**src/rtl/pe_tile_scheduler_if.sv**
```systemverilog
// Bundle between pe_tile_scheduler and its environment (tile buffers, PE, control).
// Optional stall_cnt_o exists only when PE_SCHED_STALL_CNT_EN is defined.
interface pe_tile_scheduler_if #(
    parameter int IDX_W = 9,
    parameter int OD_W  = 8
);
    // Handshake: a tile pair is issued on an edge where tile_ready_i is high and
    // fewer than MAX_INFLIGHT tiles are outstanding. data_valid_o/weight_valid_o
    // then pulse for exactly one cycle alongside the indices. The PE has no ready;
    // flow control is the in-flight count closed by pe_result_valid_i pulses.
    logic             start_i;
    logic [IDX_W-1:0] cfg_tiles_x_i;
    logic [IDX_W-1:0] cfg_tiles_y_i;
    logic [OD_W-1:0]  cfg_num_od_i;
    logic             cfg_size_type_i;
    logic             tile_ready_i;
    logic             pe_result_valid_i;

    logic             data_valid_o;
    logic             weight_valid_o;
    logic [IDX_W-1:0] data_x_index_o;
    logic [IDX_W-1:0] data_y_index_o;
    logic [OD_W-1:0]  weight_od_o;
    logic             weight_size_type_o;
    logic [3:0]       inflight_o;
    logic             busy_o;
    logic             done_o;
    logic             err_o;
    logic [1:0]       dbg_state_o;
`ifdef PE_SCHED_STALL_CNT_EN
    logic [15:0]      stall_cnt_o;
`endif

    modport master (
        output start_i, cfg_tiles_x_i, cfg_tiles_y_i, cfg_num_od_i, cfg_size_type_i,
        output tile_ready_i, pe_result_valid_i,
        input  data_valid_o, weight_valid_o, data_x_index_o, data_y_index_o, weight_od_o,
        input  weight_size_type_o, inflight_o, busy_o, done_o, err_o, dbg_state_o
`ifdef PE_SCHED_STALL_CNT_EN
        , input stall_cnt_o
`endif
    );

    modport slave (
        input  start_i, cfg_tiles_x_i, cfg_tiles_y_i, cfg_num_od_i, cfg_size_type_i,
        input  tile_ready_i, pe_result_valid_i,
        output data_valid_o, weight_valid_o, data_x_index_o, data_y_index_o, weight_od_o,
        output weight_size_type_o, inflight_o, busy_o, done_o, err_o, dbg_state_o
`ifdef PE_SCHED_STALL_CNT_EN
        , output stall_cnt_o
`endif
    );
endinterface

```
**src/rtl/pe_tile_scheduler.sv**
```systemverilog
// Walks (od, y, x) tile positions of a layer and issues them to one Winograd PE,
// bounding outstanding tiles. Optional stall counter: PE_SCHED_STALL_CNT_EN.
module pe_tile_scheduler #(
    parameter int IDX_W        = 9,
    parameter int OD_W         = 8,
    parameter int MAX_INFLIGHT = 4
) (
    input logic                clk,
    input logic                reset,
    pe_tile_scheduler_if.slave bus
);
    typedef enum logic [1:0] {
        S_IDLE  = 2'd0,
        S_ISSUE = 2'd1,
        S_DRAIN = 2'd2,
        S_DONE  = 2'd3
    } state_t;

    localparam logic [3:0] MAX_CNT = 4'(MAX_INFLIGHT);

    state_t           state_q, state_d;
    logic [IDX_W-1:0] cfg_x_q, cfg_y_q, cur_x_q, cur_y_q, x_idx_q, y_idx_q;
    logic [OD_W-1:0]  cfg_od_q, cur_od_q, od_idx_q;
    logic             size_type_q, valid_q, err_q;
    logic [3:0]       inflight_q;
    logic             start_ok, cfg_zero, issue, x_last, y_last, od_last, stray;

    assign start_ok = (state_q == S_IDLE) && bus.start_i;
    assign cfg_zero = (bus.cfg_tiles_x_i == '0) || (bus.cfg_tiles_y_i == '0) ||
                      (bus.cfg_num_od_i == '0);
    assign issue    = (state_q == S_ISSUE) && bus.tile_ready_i && (inflight_q < MAX_CNT);
    assign x_last   = (cur_x_q == cfg_x_q - IDX_W'(1));
    assign y_last   = (cur_y_q == cfg_y_q - IDX_W'(1));
    assign od_last  = (cur_od_q == cfg_od_q - OD_W'(1));
    assign stray    = bus.pe_result_valid_i && (inflight_q == 4'd0);

    // Empty layers go through DRAIN (count is already 0) so done_o lands one
    // cycle later, exactly as it does after the last result of a real layer.
    always_comb begin
        state_d = state_q;
        case (state_q)
            S_IDLE:  if (bus.start_i) state_d = cfg_zero ? S_DRAIN : S_ISSUE;
            S_ISSUE: if (issue && x_last && y_last && od_last) state_d = S_DRAIN;
            S_DRAIN: if (inflight_q == 4'd0) state_d = S_DONE;
            S_DONE:  state_d = S_IDLE;
            default: state_d = S_IDLE;
        endcase
    end

    always_ff @(posedge clk or negedge reset) begin
        if (!reset) state_q <= S_IDLE;
        else        state_q <= state_d;
    end

    // Scan position: x innermost, then y, then od.
    always_ff @(posedge clk or negedge reset) begin
        if (!reset) begin
            cfg_x_q     <= '0;
            cfg_y_q     <= '0;
            cfg_od_q    <= '0;
            size_type_q <= 1'b0;
            cur_x_q     <= '0;
            cur_y_q     <= '0;
            cur_od_q    <= '0;
        end else if (start_ok) begin
            cfg_x_q     <= bus.cfg_tiles_x_i;
            cfg_y_q     <= bus.cfg_tiles_y_i;
            cfg_od_q    <= bus.cfg_num_od_i;
            size_type_q <= bus.cfg_size_type_i;
            cur_x_q     <= '0;
            cur_y_q     <= '0;
            cur_od_q    <= '0;
        end else if (issue) begin
            if (!x_last) begin
                cur_x_q <= cur_x_q + IDX_W'(1);
            end else begin
                cur_x_q <= '0;
                if (!y_last) begin
                    cur_y_q <= cur_y_q + IDX_W'(1);
                end else begin
                    cur_y_q  <= '0;
                    cur_od_q <= cur_od_q + OD_W'(1);
                end
            end
        end
    end

    always_ff @(posedge clk or negedge reset) begin
        if (!reset) begin
            valid_q  <= 1'b0;
            x_idx_q  <= '0;
            y_idx_q  <= '0;
            od_idx_q <= '0;
        end else begin
            valid_q <= issue;
            if (issue) begin
                x_idx_q  <= cur_x_q;
                y_idx_q  <= cur_y_q;
                od_idx_q <= cur_od_q;
            end
        end
    end

    // A result with nothing outstanding is flagged and never underflows the count.
    always_ff @(posedge clk or negedge reset) begin
        if (!reset) begin
            inflight_q <= 4'd0;
            err_q      <= 1'b0;
        end else begin
            if (issue && !bus.pe_result_valid_i)
                inflight_q <= inflight_q + 4'd1;
            else if (!issue && bus.pe_result_valid_i && (inflight_q != 4'd0))
                inflight_q <= inflight_q - 4'd1;
            if (stray) err_q <= 1'b1;
        end
    end

`ifdef PE_SCHED_STALL_CNT_EN
    logic [15:0] stall_cnt_q;

    always_ff @(posedge clk or negedge reset) begin
        if (!reset)
            stall_cnt_q <= 16'd0;
        else if (start_ok)
            stall_cnt_q <= 16'd0;
        else if ((state_q == S_ISSUE) && !issue && (stall_cnt_q != 16'hFFFF))
            stall_cnt_q <= stall_cnt_q + 16'd1;
    end

    assign bus.stall_cnt_o = stall_cnt_q;
`endif

    assign bus.data_valid_o       = valid_q;
    assign bus.weight_valid_o     = valid_q;
    assign bus.data_x_index_o     = x_idx_q;
    assign bus.data_y_index_o     = y_idx_q;
    assign bus.weight_od_o        = od_idx_q;
    assign bus.weight_size_type_o = size_type_q;
    assign bus.inflight_o         = inflight_q;
    assign bus.busy_o             = (state_q != S_IDLE);
    assign bus.done_o             = (state_q == S_DONE);
    assign bus.err_o              = err_q;
    assign bus.dbg_state_o        = state_q;
endmodule

```
**src/flat_wrapper.sv**
```systemverilog
// flat-port wrapper written by rule: the top's interface ports become plain ports
module pe_tile_scheduler_flat 
#(
    parameter int IDX_W        = 9,
    parameter int OD_W         = 8,
    parameter int MAX_INFLIGHT = 4
)
  (clk, reset, bus_start_i, bus_cfg_tiles_x_i, bus_cfg_tiles_y_i, bus_cfg_num_od_i, bus_cfg_size_type_i, bus_tile_ready_i, bus_pe_result_valid_i, bus_data_valid_o, bus_weight_valid_o, bus_data_x_index_o, bus_data_y_index_o, bus_weight_od_o, bus_weight_size_type_o, bus_inflight_o, bus_busy_o, bus_done_o, bus_err_o, bus_dbg_state_o);
  pe_tile_scheduler_if #(.IDX_W(IDX_W), .OD_W(OD_W)) bus_i ();
  input logic clk;
  input logic reset;
  input wire logic [$bits(bus_i.start_i)-1:0] bus_start_i;
  input wire logic [$bits(bus_i.cfg_tiles_x_i)-1:0] bus_cfg_tiles_x_i;
  input wire logic [$bits(bus_i.cfg_tiles_y_i)-1:0] bus_cfg_tiles_y_i;
  input wire logic [$bits(bus_i.cfg_num_od_i)-1:0] bus_cfg_num_od_i;
  input wire logic [$bits(bus_i.cfg_size_type_i)-1:0] bus_cfg_size_type_i;
  input wire logic [$bits(bus_i.tile_ready_i)-1:0] bus_tile_ready_i;
  input wire logic [$bits(bus_i.pe_result_valid_i)-1:0] bus_pe_result_valid_i;
  output wire logic [$bits(bus_i.data_valid_o)-1:0] bus_data_valid_o;
  output wire logic [$bits(bus_i.weight_valid_o)-1:0] bus_weight_valid_o;
  output wire logic [$bits(bus_i.data_x_index_o)-1:0] bus_data_x_index_o;
  output wire logic [$bits(bus_i.data_y_index_o)-1:0] bus_data_y_index_o;
  output wire logic [$bits(bus_i.weight_od_o)-1:0] bus_weight_od_o;
  output wire logic [$bits(bus_i.weight_size_type_o)-1:0] bus_weight_size_type_o;
  output wire logic [$bits(bus_i.inflight_o)-1:0] bus_inflight_o;
  output wire logic [$bits(bus_i.busy_o)-1:0] bus_busy_o;
  output wire logic [$bits(bus_i.done_o)-1:0] bus_done_o;
  output wire logic [$bits(bus_i.err_o)-1:0] bus_err_o;
  output wire logic [$bits(bus_i.dbg_state_o)-1:0] bus_dbg_state_o;
  assign bus_i.start_i = bus_start_i;
  assign bus_i.cfg_tiles_x_i = bus_cfg_tiles_x_i;
  assign bus_i.cfg_tiles_y_i = bus_cfg_tiles_y_i;
  assign bus_i.cfg_num_od_i = bus_cfg_num_od_i;
  assign bus_i.cfg_size_type_i = bus_cfg_size_type_i;
  assign bus_i.tile_ready_i = bus_tile_ready_i;
  assign bus_i.pe_result_valid_i = bus_pe_result_valid_i;
  assign bus_data_valid_o = bus_i.data_valid_o;
  assign bus_weight_valid_o = bus_i.weight_valid_o;
  assign bus_data_x_index_o = bus_i.data_x_index_o;
  assign bus_data_y_index_o = bus_i.data_y_index_o;
  assign bus_weight_od_o = bus_i.weight_od_o;
  assign bus_weight_size_type_o = bus_i.weight_size_type_o;
  assign bus_inflight_o = bus_i.inflight_o;
  assign bus_busy_o = bus_i.busy_o;
  assign bus_done_o = bus_i.done_o;
  assign bus_err_o = bus_i.err_o;
  assign bus_dbg_state_o = bus_i.dbg_state_o;
  pe_tile_scheduler #(.IDX_W(IDX_W), .OD_W(OD_W), .MAX_INFLIGHT(MAX_INFLIGHT)) u_core (.clk(clk), .reset(reset), .bus(bus_i));
endmodule
```
**config.mk**
```make
export PLATFORM = sky130hd
export DESIGN_NAME = pe_tile_scheduler_flat
export DESIGN_NICKNAME = d
export VERILOG_FILES = /design/src/rtl/pe_tile_scheduler_if.sv /design/src/rtl/pe_tile_scheduler.sv /design/src/flat_wrapper.sv
export SDC_FILE = /design/constraint.sdc
export NUM_CORES = 1
export LEC_CHECK = 0
export BUFFER_PORTS_ARGS = -buffer_cell sky130_fd_sc_hd__clkbuf_2
export CAP_MARGIN = 20
export CORE_MARGIN = 5
export CORE_UTILIZATION = 45
export DETAILED_ROUTE_END_ITERATION = 10
export HOLD_SLACK_MARGIN = 0.03
export PLACE_DENSITY = 0.65
export SLEW_MARGIN = 20
export SYNTH_ARGS = -nofsm -noshare
export SYNTH_HDL_FRONTEND = slang
export SYNTH_SLANG_ARGS = --single-unit
```
**constraint.sdc**
```tcl
create_clock -name clk -period 3.1 [get_ports clk]
set_input_delay 0.62 -clock clk [delete_from_list [all_inputs] [get_ports clk]]
set_output_delay 0.62 -clock clk [all_outputs]
set_load 0.03 [all_outputs]
```
# Yosys cells after proc, flatten, opt, wreduce, memory -nomap -nowiden
# Index checks and enable logic that the tools add are counted.
# Widths: inputs -> output; s select.
word_totals:
  regBits: 87
  word_cells: 78
  in_bits: 32
op_classes:
  eq_ne: 9
  add_sub_neg: 8
  muxes: 18
  n_lt_le_gt_ge: 1
  reduce_logical: 28
ops:
  columns: ["op", "count"]
  rows:
  - ["$mux 9", 7]
  - ["$mux 8", 4]
  - ["$add 9x1->9 const B", 2]
  - ["$eq 9x9->1", 2]
  - ["$logic_not 9->1", 2]
  - ["$sub 9x1->9 const B", 2]
  - ["$logic_and 1x1->1", 10]
  - ["$reduce_bool 2->1", 5]
  - ["$add 8x1->8 const B", 1]
  - ["$eq 8x8->1", 1]
  - ["$logic_not 8->1", 1]
  - ["$mux 2", 4]
  - ["$mux 4", 2]
  - ["$pmux 2 s4", 1]
  - ["$sub 8x1->8 const B", 1]
  - ["$reduce_and 3->1", 2]
  - ["$add 4x1->4 const B", 1]
  - ["$eq 2x2->1 const B", 2]
  - ["$logic_not 4->1", 1]
  - ["$lt 4x3->1 const B", 1]
  - ["$ne 2x2->1 const B", 2]
  - ["$reduce_bool 4->1", 1]
  - ["$sub 4x1->4 const B", 1]
  - ["$eq 2x1->1 const B", 1]
  - ["other kinds (5)", 7]

# Logic depth before layout (Yosys ltp)
# Gate-level depths: netlist (run 1).
depth:
  word_depth: 8
  depth_mapped: 10
  ltp_nobuf: 10

# Least setup slack after synthesis (run 1)
# OpenSTA, ideal clock, no wires.
synth_path:
  path_type: "register -> register"
  from: "reg u_core.cfg_x_q[2]"
  to: "reg u_core.state_q[1], in the netlist u_core.bus.dbg_state_o[1]"
  stages_incl_launch_ff: 9
  t_arrival_ps: 2543
  setup_slack_ps: 488
  setup_ps: 69
  path_cell_list: "dfrtp_1 > buf_6 > or4_4 > or4_1 > a32oi_1 > a21o_2 > nand4_2 > or4b_1 > nand3_1"
synth_via:
  elab_chain_len: 7
synth_rtl:
  columns: ["element", "line_no", "source"]
  rows:
  - ["start: declaration", "pe_tile_scheduler.sv:22", "logic [IDX_W-1:0] cfg_x_q, cfg_y_q, cur_x_q, cur_y_q, x_idx_q, y_idx_q;"]
  - ["start signal: assignment", "pe_tile_scheduler.sv:66", "cfg_x_q <= bus.cfg_tiles_x_i;"]
  - ["$sub 9x1->9", "pe_tile_scheduler.sv:32", "assign x_last = (cur_x_q == cfg_x_q - IDX_W'(1));"]
  - ["$eq 9x9->1", "pe_tile_scheduler.sv:32", null]
  - ["$logic_and 1x1->1 (3 in series)", "pe_tile_scheduler.sv:43", "S_ISSUE: if (issue && x_last && y_last && od_last) state_d = S_DRAIN;"]
  - ["$ne 2x2->1 (no line)", null, null]
  - ["$reduce_and 3->1 (no line)", null, null]
  - ["end signal: assignment", "pe_tile_scheduler.sv:52", "else state_q <= state_d;"]
  - ["end: declaration", "pe_tile_scheduler.sv:21", "state_t state_q, state_d;"]
# No other way between the ends.
# A chain may end at the register's enable or synchronous reset.

# Final worst setup path (run 1)
layout_path:
  from: "reg u_core.cfg_x_q[2]"
  to: "reg u_core.state_q[0], in the netlist u_core.bus.dbg_state_o[0]"
# Same word-level chain as after synthesis.

==> results of run 1 <==
[synth_stat cells (3+ instances only)]
| cell type | number |
|---|---|
| nand3_1 | 28 |
| nor2_1 | 17 |
| nor3_1 | 9 |
| o21ai_1 | 6 |
| a21o_1 | 4 |
| a211oi_1 | 4 |
| nor4_1 | 7 |
| a31oi_1 | 12 |
| o211ai_1 | 5 |
| clkbuf_1 | 17 |
| mux2i_1 | 6 |
| nor2b_1 | 3 |
| ha_1 | 13 |
| a22o_1 | 5 |
| nand2_1 | 156 |
| inv_1 | 21 |
| or3_1 | 8 |
| nand4_1 | 4 |
| xor2_1 | 11 |
| nand2b_1 | 10 |
| dfrtp_1 | 87 |
| a21oi_1 | 14 |
| nand3b_1 | 3 |
| xnor2_1 | 20 |
| and3_1 | 8 |
| buf_2 | 3 |
| or4b_1 | 3 |
| or4_1 | 5 |
| nor3b_1 | 4 |
| a22oi_1 | 3 |
| o21ai_0 | 18 |
[registers in the layout (all words and copies together), names as in the netlist, 2 cells and up]
name	cells
u_core.bus.data_x_index_o	9
u_core.bus.data_y_index_o	9
u_core.cfg_x_q	9
u_core.cfg_y_q	9
u_core.cur_x_q	9
u_core.cur_y_q	9
u_core.bus.weight_od_o	8
u_core.cfg_od_q	8
u_core.cur_od_q	8
u_core.bus.inflight_o	4
u_core.bus.dbg_state_o	2
[report_power, final]
part	internal (W)	switching, W
Sequential	0.00137	0.000306
Combinational	0.000778	0.00118
Clock	0.000391	0.000393
[worst register-to-register path, stage by stage (launching register included)]
cell,delay [ps]
dfrtp_1,480
or4_4,560
o31ai_2,240
o21ai_1,180
a2111oi_4,560
nand4_4,230
or4b_1,570
nand3_1,80
[per-stage QoR]
step                hold WS, ps  util [%]
floorplan                 324.4         -
detailed placement        448.9     50.02
finish                    233.7     52.47
CTS                       250.4     51.79
global route              272.4     52.47
global placement          438.4     50.02
[layout make-up]
type / instances / area [µm²] / area share [%]
flip-flops and latches: 87 / 2177 / 38.62
inverters: 21 / 78.83 / 1.398
repair buffers: 81 / 450.4 / 7.989
multi-input cells: 422 / 2566 / 45.52
clock buffers: 12 / 145.1 / 2.574
well taps: 140 / 175.2 / 3.107
clock inverters: 4 / 45.04 / 0.7989
[how the worst max path moves through the flow]
stage                      start                         to  slack, ps
5_1_grt        u_core.cfg_x_q[2]  u_core.bus.dbg_state_o[0]          1
3_5_place_dp   u_core.cfg_x_q[0]  u_core.bus.dbg_state_o[0]         60
3_3_place_gp   u_core.cfg_x_q[0]  u_core.bus.dbg_state_o[1]        180
2_1_floorplan  u_core.cfg_x_q[2]  u_core.bus.dbg_state_o[1]        490
6_report       u_core.cfg_x_q[2]  u_core.bus.dbg_state_o[0]        160
4_1_cts        u_core.cfg_x_q[0]  u_core.bus.dbg_state_o[0]         30
[placed cells by master (no fill, tap or decap), types with 10 or more instances in the layout]
cell type,n
clkbuf_2,68
xor2_1,11
buf_4,12
xnor2_1,20
a21oi_1,14
nand2b_1,10
inv_1,21
nor2_1,17
o21ai_0,18
clkbuf_8,10
a31oi_1,12
nand2_1,156
ha_1,13
nand3_1,28
dfrtp_1,87
[what timing repair did]
action                     4_1_cts  5_1_grt
setup endpoints to repair        0       16
buffers inserted                 0        3
gates resized for setup          0        7
[per-layer routing]
metal | GRT usage, % | wire [µm]
met5 | 0 | 0
met1 | 24.42 | 5242
met4 | 4.671 | 105
met2 | 31.50 | 5579
met3 | 3.753 | 528
[cells by family (layout without fill, tap and decap cells)]
logic type      Yosys count  after routing  share of synthesized area (%)
compound gates           93             93                          13.82
xor+xnor                 32             32                          6.015
fa+ha+maj                14             14                          3.737
buf+inv                  45            118                          3.993
flops                    87             87                          44.54
mux                       8              8                          1.689
simple gates            274            275                          26.21
==> flow_metrics.env, run 1 <==
export IMPL_status="finished clean"
export IMPL_portBuffers=69
export IMPL_grt_usage_pct=18.57
export IMPL_drt_iter0_markers=303
export IMPL_max_vdd_ir_drop_mv=0.4349
export IMPL_routedWlPerCell_um=14.93
export IMPL_dieArea_um2=13050
export IMPL_p_total_w=0.004420
export IMPL_coreArea_um2=10750
export IMPL_final_fill_count=1034
export IMPL_antenna_found_initial=0
export IMPL_period_share_pct=94.96
export IMPL_leakage_nw=2.739
export IMPL_hold_buffers=0
export IMPL_fin_area_um2=5638
export IMPL_finalSetupTns_ps=0
export IMPL_ys_types=62
export IMPL_worstSkewPairLatency_ps=360
export IMPL_end_kind="register"
export IMPL_reg2reg_depth=7
export IMPL_path_cells="or4_4 -> o31ai_2 -> o21ai_1 -> a2111oi_4 -> nand4_4 -> or4b_1 -> nand3_1"
export IMPL_slew_violations=0
export IMPL_clock_sinks=87
export IMPL_crit_path_max_fanout=8
export IMPL_finalSetupViolCount=0
export IMPL_synthCells=553
export IMPL_drc=0
export IMPL_rr_endpoint="u_core.bus.dbg_state_o[0]"
export IMPL_startpoint_type="register"
export IMPL_place_hpwl_um=8297
export IMPL_critPathArrivalTime_ps=3250
export IMPL_netlist_area_um2=4888
export IMPL_rows=38
export IMPL_grt_pass1_wl_um=19570
export IMPL_nets=668
export IMPL_setup_ws_ps=156.1
export IMPL_yosys_area_top_type="dfrtp_1"
export IMPL_synthFlopType="dfrtp_1"
export IMPL_pre_cts_ws_ps=61.27
export IMPL_antenna_cells=0
export IMPL_yosysSeqAreaShare_pct=44.54
export IMPL_clk_transition_reported_paths_ps=90
export IMPL_htreeDepth=3
export IMPL_cts_root_buffer="clkbuf_8"
export IMPL_grt_setup_unrepaired="false"
export IMPL_placed_area_um2=5375
export IMPL_boundaryPins=70
export IMPL_critPathRequiredTime_ps=3400
export IMPL_grt_overflow=0
export IMPL_drtPass1Iterations=5
export IMPL_drive_gt1_share_pct=18.18
export IMPL_fmax_mhz=339.7
export IMPL_r2r_slack_ps=160
export IMPL_r2r_start="u_core.cfg_x_q[2]"
export IMPL_numCtsBuffers=9
export IMPL_critPathSlowestCell="or4b_1"
export IMPL_die_x_um=114.2
export IMPL_maxCapViolations=0
export IMPL_cp_depth=7
export IMPL_fin_cells=767
export IMPL_cts_tree="yes"
export IMPL_synth_edff_count=0
export IMPL_detail_route_antenna_nets=0
export IMPL_slowest_delay_ps=570
export IMPL_grt_max_degree=48
export IMPL_syn_area_per_cell_um2=8.840
export IMPL_initial_core_util_pct=45.49
export IMPL_slew_headroom_pct=58.72
export IMPL_power_density_nw_per_um2=783.9
export IMPL_ys_top_cells_by_area="dfrtp_1 (45%), nand2_1 (12%), xnor2_1 (3.6%)"
export IMPL_place_gp_congestion=0.8855
export IMPL_synthArstFlopShare_pct=100.0
export IMPL_final_min_clock_period_ps=2944
export IMPL_worst_path_buf_inv=0
export IMPL_fin_skew_ps=10.13
export IMPL_synth_yosys_warnings=0
export IMPL_hp_class="in2async"
export IMPL_dieHeight_um=114.2
export IMPL_tightest_slew_ps=617.7
export IMPL_viasPerCell=5.399
export IMPL_crit_family="simple AND/OR/NAND/NOR gates"
export IMPL_vias=4141
export IMPL_clockBufferDepth=2
export IMPL_area_delta_synth_final_pct=15.33
export IMPL_placed_cells=747
export IMPL_wl_um=11460
export IMPL_netlist_area_leader_share_pct=44.54
export IMPL_ys_ff_latch=87
export IMPL_critPathKind="reg2reg"
export IMPL_hold_viol=0
export IMPL_synth_nets=599
export IMPL_grt_pass1_vias=4030
(Power assumes the default switching activity.)
==> run 2: changes to the inputs <==
- ABC_AREA: default -> 1
- CORE_UTILIZATION: 45 -> 57
- PLACE_DENSITY: 0.65 -> 0.8
==> run 2 against run 1 <==
Compared with the run above:
- die area down 22%
- via count is 4.1% lower
- cell count is 1.8% lower
- routed wire length is 12% lower
- combinational power up 6%
- area after synthesis decreased by 4.2%
- first-iteration DRC count shrank 47%
- setup slack gained 680 ps
- register-to-register slack improved by 680 ps
- fmax rose by 30%
- largest cell class unchanged
- largest power group unchanged
==> flow_metrics.env, run 2 <==
export IMPL_portBuffers=69
export IMPL_viasPerCell=5.274
export IMPL_vias=3971
export IMPL_tightest_slew_ps=982.6
export IMPL_p_seq_share_pct=36.6
export IMPL_cts_tree="yes"
export IMPL_max_vdd_ir_drop_mv=0.4746
export IMPL_yosys_area_top_type="dfrtp_1"
export IMPL_finalSetupTns_ps=0
export IMPL_final_common_cell="nand2_1"
export IMPL_die_x_um=100.6
export IMPL_placed_cells=738
export IMPL_antenna_found_initial=0
export IMPL_dieHeight_um=100.6
export IMPL_drtPass1Iterations=4
export IMPL_netlist_area_leader_share_pct=46.50
export IMPL_finalSetupViolCount=0
export IMPL_final_min_clock_period_ps=2265
export IMPL_synthFlopType="dfrtp_1"
export IMPL_boundaryPins=70
export IMPL_grt_overflow=0
export IMPL_status="finished clean"
export IMPL_synth_edff_count=0
export IMPL_syn_area_per_cell_um2=8.128
export IMPL_ys_top_cells_by_count="nand2_1 (159), dfrtp_1 (87), inv_1 (58)"
export IMPL_grt_setup_unrepaired="false"
export IMPL_slew_headroom_pct=34.42
export IMPL_drc=0
export IMPL_p_total_w=0.004723
export IMPL_p_sw_w=0.002016
export IMPL_critPathRequiredTime_ps=3340
export IMPL_fin_area_um2=5355
export IMPL_crit_path_max_fanout=55
export IMPL_maxCapViolations=0
export IMPL_end_kind="register"
export IMPL_clk_transition_reported_paths_ps=80
export IMPL_post_cts_resized=0
export IMPL_htreeDepth=3
export IMPL_numCtsBuffers=9
export IMPL_ys_ff_latch=87
export IMPL_synthArstFlopShare_pct=100.0
export IMPL_wl_um=10110
export IMPL_worstSkewPairLatency_ps=350
export IMPL_drive_gt1_share_pct=16.98
export IMPL_synthCells=576
export IMPL_synth_yosys_warnings=0
export IMPL_clkPwrFrac_pct=19.3
export IMPL_coreArea_um2=8093
export IMPL_dieArea_um2=10130
export IMPL_grt_max_degree=88
export IMPL_comb_power_share_pct=44.1
export IMPL_placed_area_um2=5125
export IMPL_initial_core_util_pct=57.85
export IMPL_critPathArrivalTime_ps=2510
export IMPL_grt_pass1_wl_um=17230
export IMPL_power_density_nw_per_um2=882.0
export IMPL_area_delta_synth_final_pct=14.38
export IMPL_critPathKind="reg2reg"
export IMPL_final_cell_mix="nand2_1 (159), dfrtp_1 (87), clkbuf_2 (68)"
export IMPL_clockBufferDepth=2
export IMPL_place_gp_congestion=0.9059
export IMPL_cell_internal_pwr_w=0.002707
export IMPL_drt_iter0_markers=162
export IMPL_fmax_mhz=441.5
export IMPL_nets=690
export IMPL_netlist_area_um2=4682
export IMPL_routedWlPerCell_um=13.43
export IMPL_yosysMostFrequentCell="nand2_1"
export IMPL_grt_usage_pct=21.20
export IMPL_fin_skew_ps=8.120
export IMPL_place_hpwl_um=7605
export IMPL_yosysSeqAreaShare_pct=46.50
export IMPL_netSwitchingFraction_pct=42.69
export IMPL_ys_top_cells_by_area="dfrtp_1 (46%), nand2_1 (13%), o21ai_0 (5.8%)"
export IMPL_slew_violations=0
export IMPL_antenna_cells=0
export IMPL_cts_setup_buffers=0
export IMPL_detail_route_antenna_nets=0
export IMPL_hp_class="in2async"
export IMPL_ys_types=33
export IMPL_synth_nets=622
export IMPL_hold_viol=0
export IMPL_startpoint_type="register"
export IMPL_clock_sinks=87
export IMPL_grt_pass1_vias=3858
export IMPL_leakage_nw=2.676
export IMPL_cts_root_buffer="clkbuf_8"
export IMPL_period_share_pct=73.06
export IMPL_hold_buffers=0
export IMPL_rows=33
export IMPL_fin_cells=753
==> run 2: cell types whose count changed in the layout (fill, tap and decap cells not counted), sizes merged, moves of 7 or more <==
cell | before | now
inv | 21 | 63
o21ai | 24 | 57
nor2 | 17 | 44
xor2 | 11 | 27
o22ai | 1 | 15
nand3 | 28 | 41
a31oi | 12 | 0
buf | 13 | 3
nand2 | 156 | 165
nand2b | 10 | 1
a21oi | 14 | 6
and3 | 8 | 0
or3 | 8 | 0
xnor2 | 20 | 13
==> run 2: area by class of cell <==
class,instances,area (µm²)
flip-flops and latches,87,2177
inverters,63,236.5
clock buffers,11,131.4
clock inverters,4,95.09
well taps,105,131.4
repair buffers,71,366.6
multi-input cells,412,2217
fillers,698,2738
==> run 2: power by group through the flow <==
stage	sequential [W]	combinational, W	clock [W]
5_1_grt	0.00178	0.00235	0.000978
6_report	0.00173	0.00208	0.000911
3_5_place_dp	0.00175	0.00209	0
4_1_cts	0.00173	0.00210	0.000928
3_3_place_gp	0.00174	0.00201	0
2_1_floorplan	0.00196	0.00135	0
==> run 2: final timing paths <==
path | startpoint | endpoint | slack [ps] | cells past startpoint
setup / recovery | u_core.bus.dbg_state_o[1] | u_core.bus.inflight_o[1] | 840 | 7
hold / removal | reset | u_core.bus.inflight_o[0] | 310 | 1
setup reg to reg | u_core.bus.dbg_state_o[1] | u_core.bus.inflight_o[1] | 840 | 7
hold reg to reg | u_core.bus.err_o | u_core.bus.err_o | 470 | 1
max in group asynchronous | reset | u_core.cur_x_q[5] | 2270 | 1
min in group clk | bus_cfg_size_type_i | u_core.bus.weight_size_type_o | 460 | 3
==> run 2: through the flow <==
| step | hold WS, ps | utilization [%] | setup WS (ps) |
|---|---|---|---|
| 2_1_floorplan | 324.4 | - | 847.9 |
| 3_3_place_gp | 442.6 | 63.33 | 974.5 |
| 3_5_place_dp | 463.5 | 63.33 | 866.3 |
| 4_1_cts | 450.9 | 66.13 | 839.6 |
| 5_1_grt | 388.8 | 66.17 | 671.1 |
| 6_report | 306.0 | 66.17 | 835.1 |
==> run 2: kinds of logic (layout without fill, tap and decap cells) <==
family                   after synthesis  in the layout  share of synthesized area, %
AO/OA/AOI/OAI                         81             81                         9.487
multiplexers                           1              1                        0.2405
flip-flops                            87             87                         46.50
XOR/XNOR                              40             40                         7.483
AND/OR/NAND/NOR                      276            276                         26.14
buffers and inverters                 77            149                         6.254
adder cells (fa/ha/maj)               14             14                         3.902
==> run 2: layer usage <==
| layer | share of wire (%) | GRT usage, % | vias up |
|---|---|---|---|
| met3 | 4.6 | 4.291 | 21 |
| met5 | 0 | 0 | - |
| li1 | - | - | 1993 |
| met2 | 52 | 36.76 | 72 |
| met1 | 42 | 26.33 | 1885 |
| met4 | 2.1 | 7.150 | 0 |
==> run 2: critical path: stages, from the launching register on <==
cell and delay, ps:
dfrtp_1 420, inv_1 110, ha_1 240, nand3_2 90
buf_4 420, nand2_1 100, o21ai_1 380, mux2_2 380
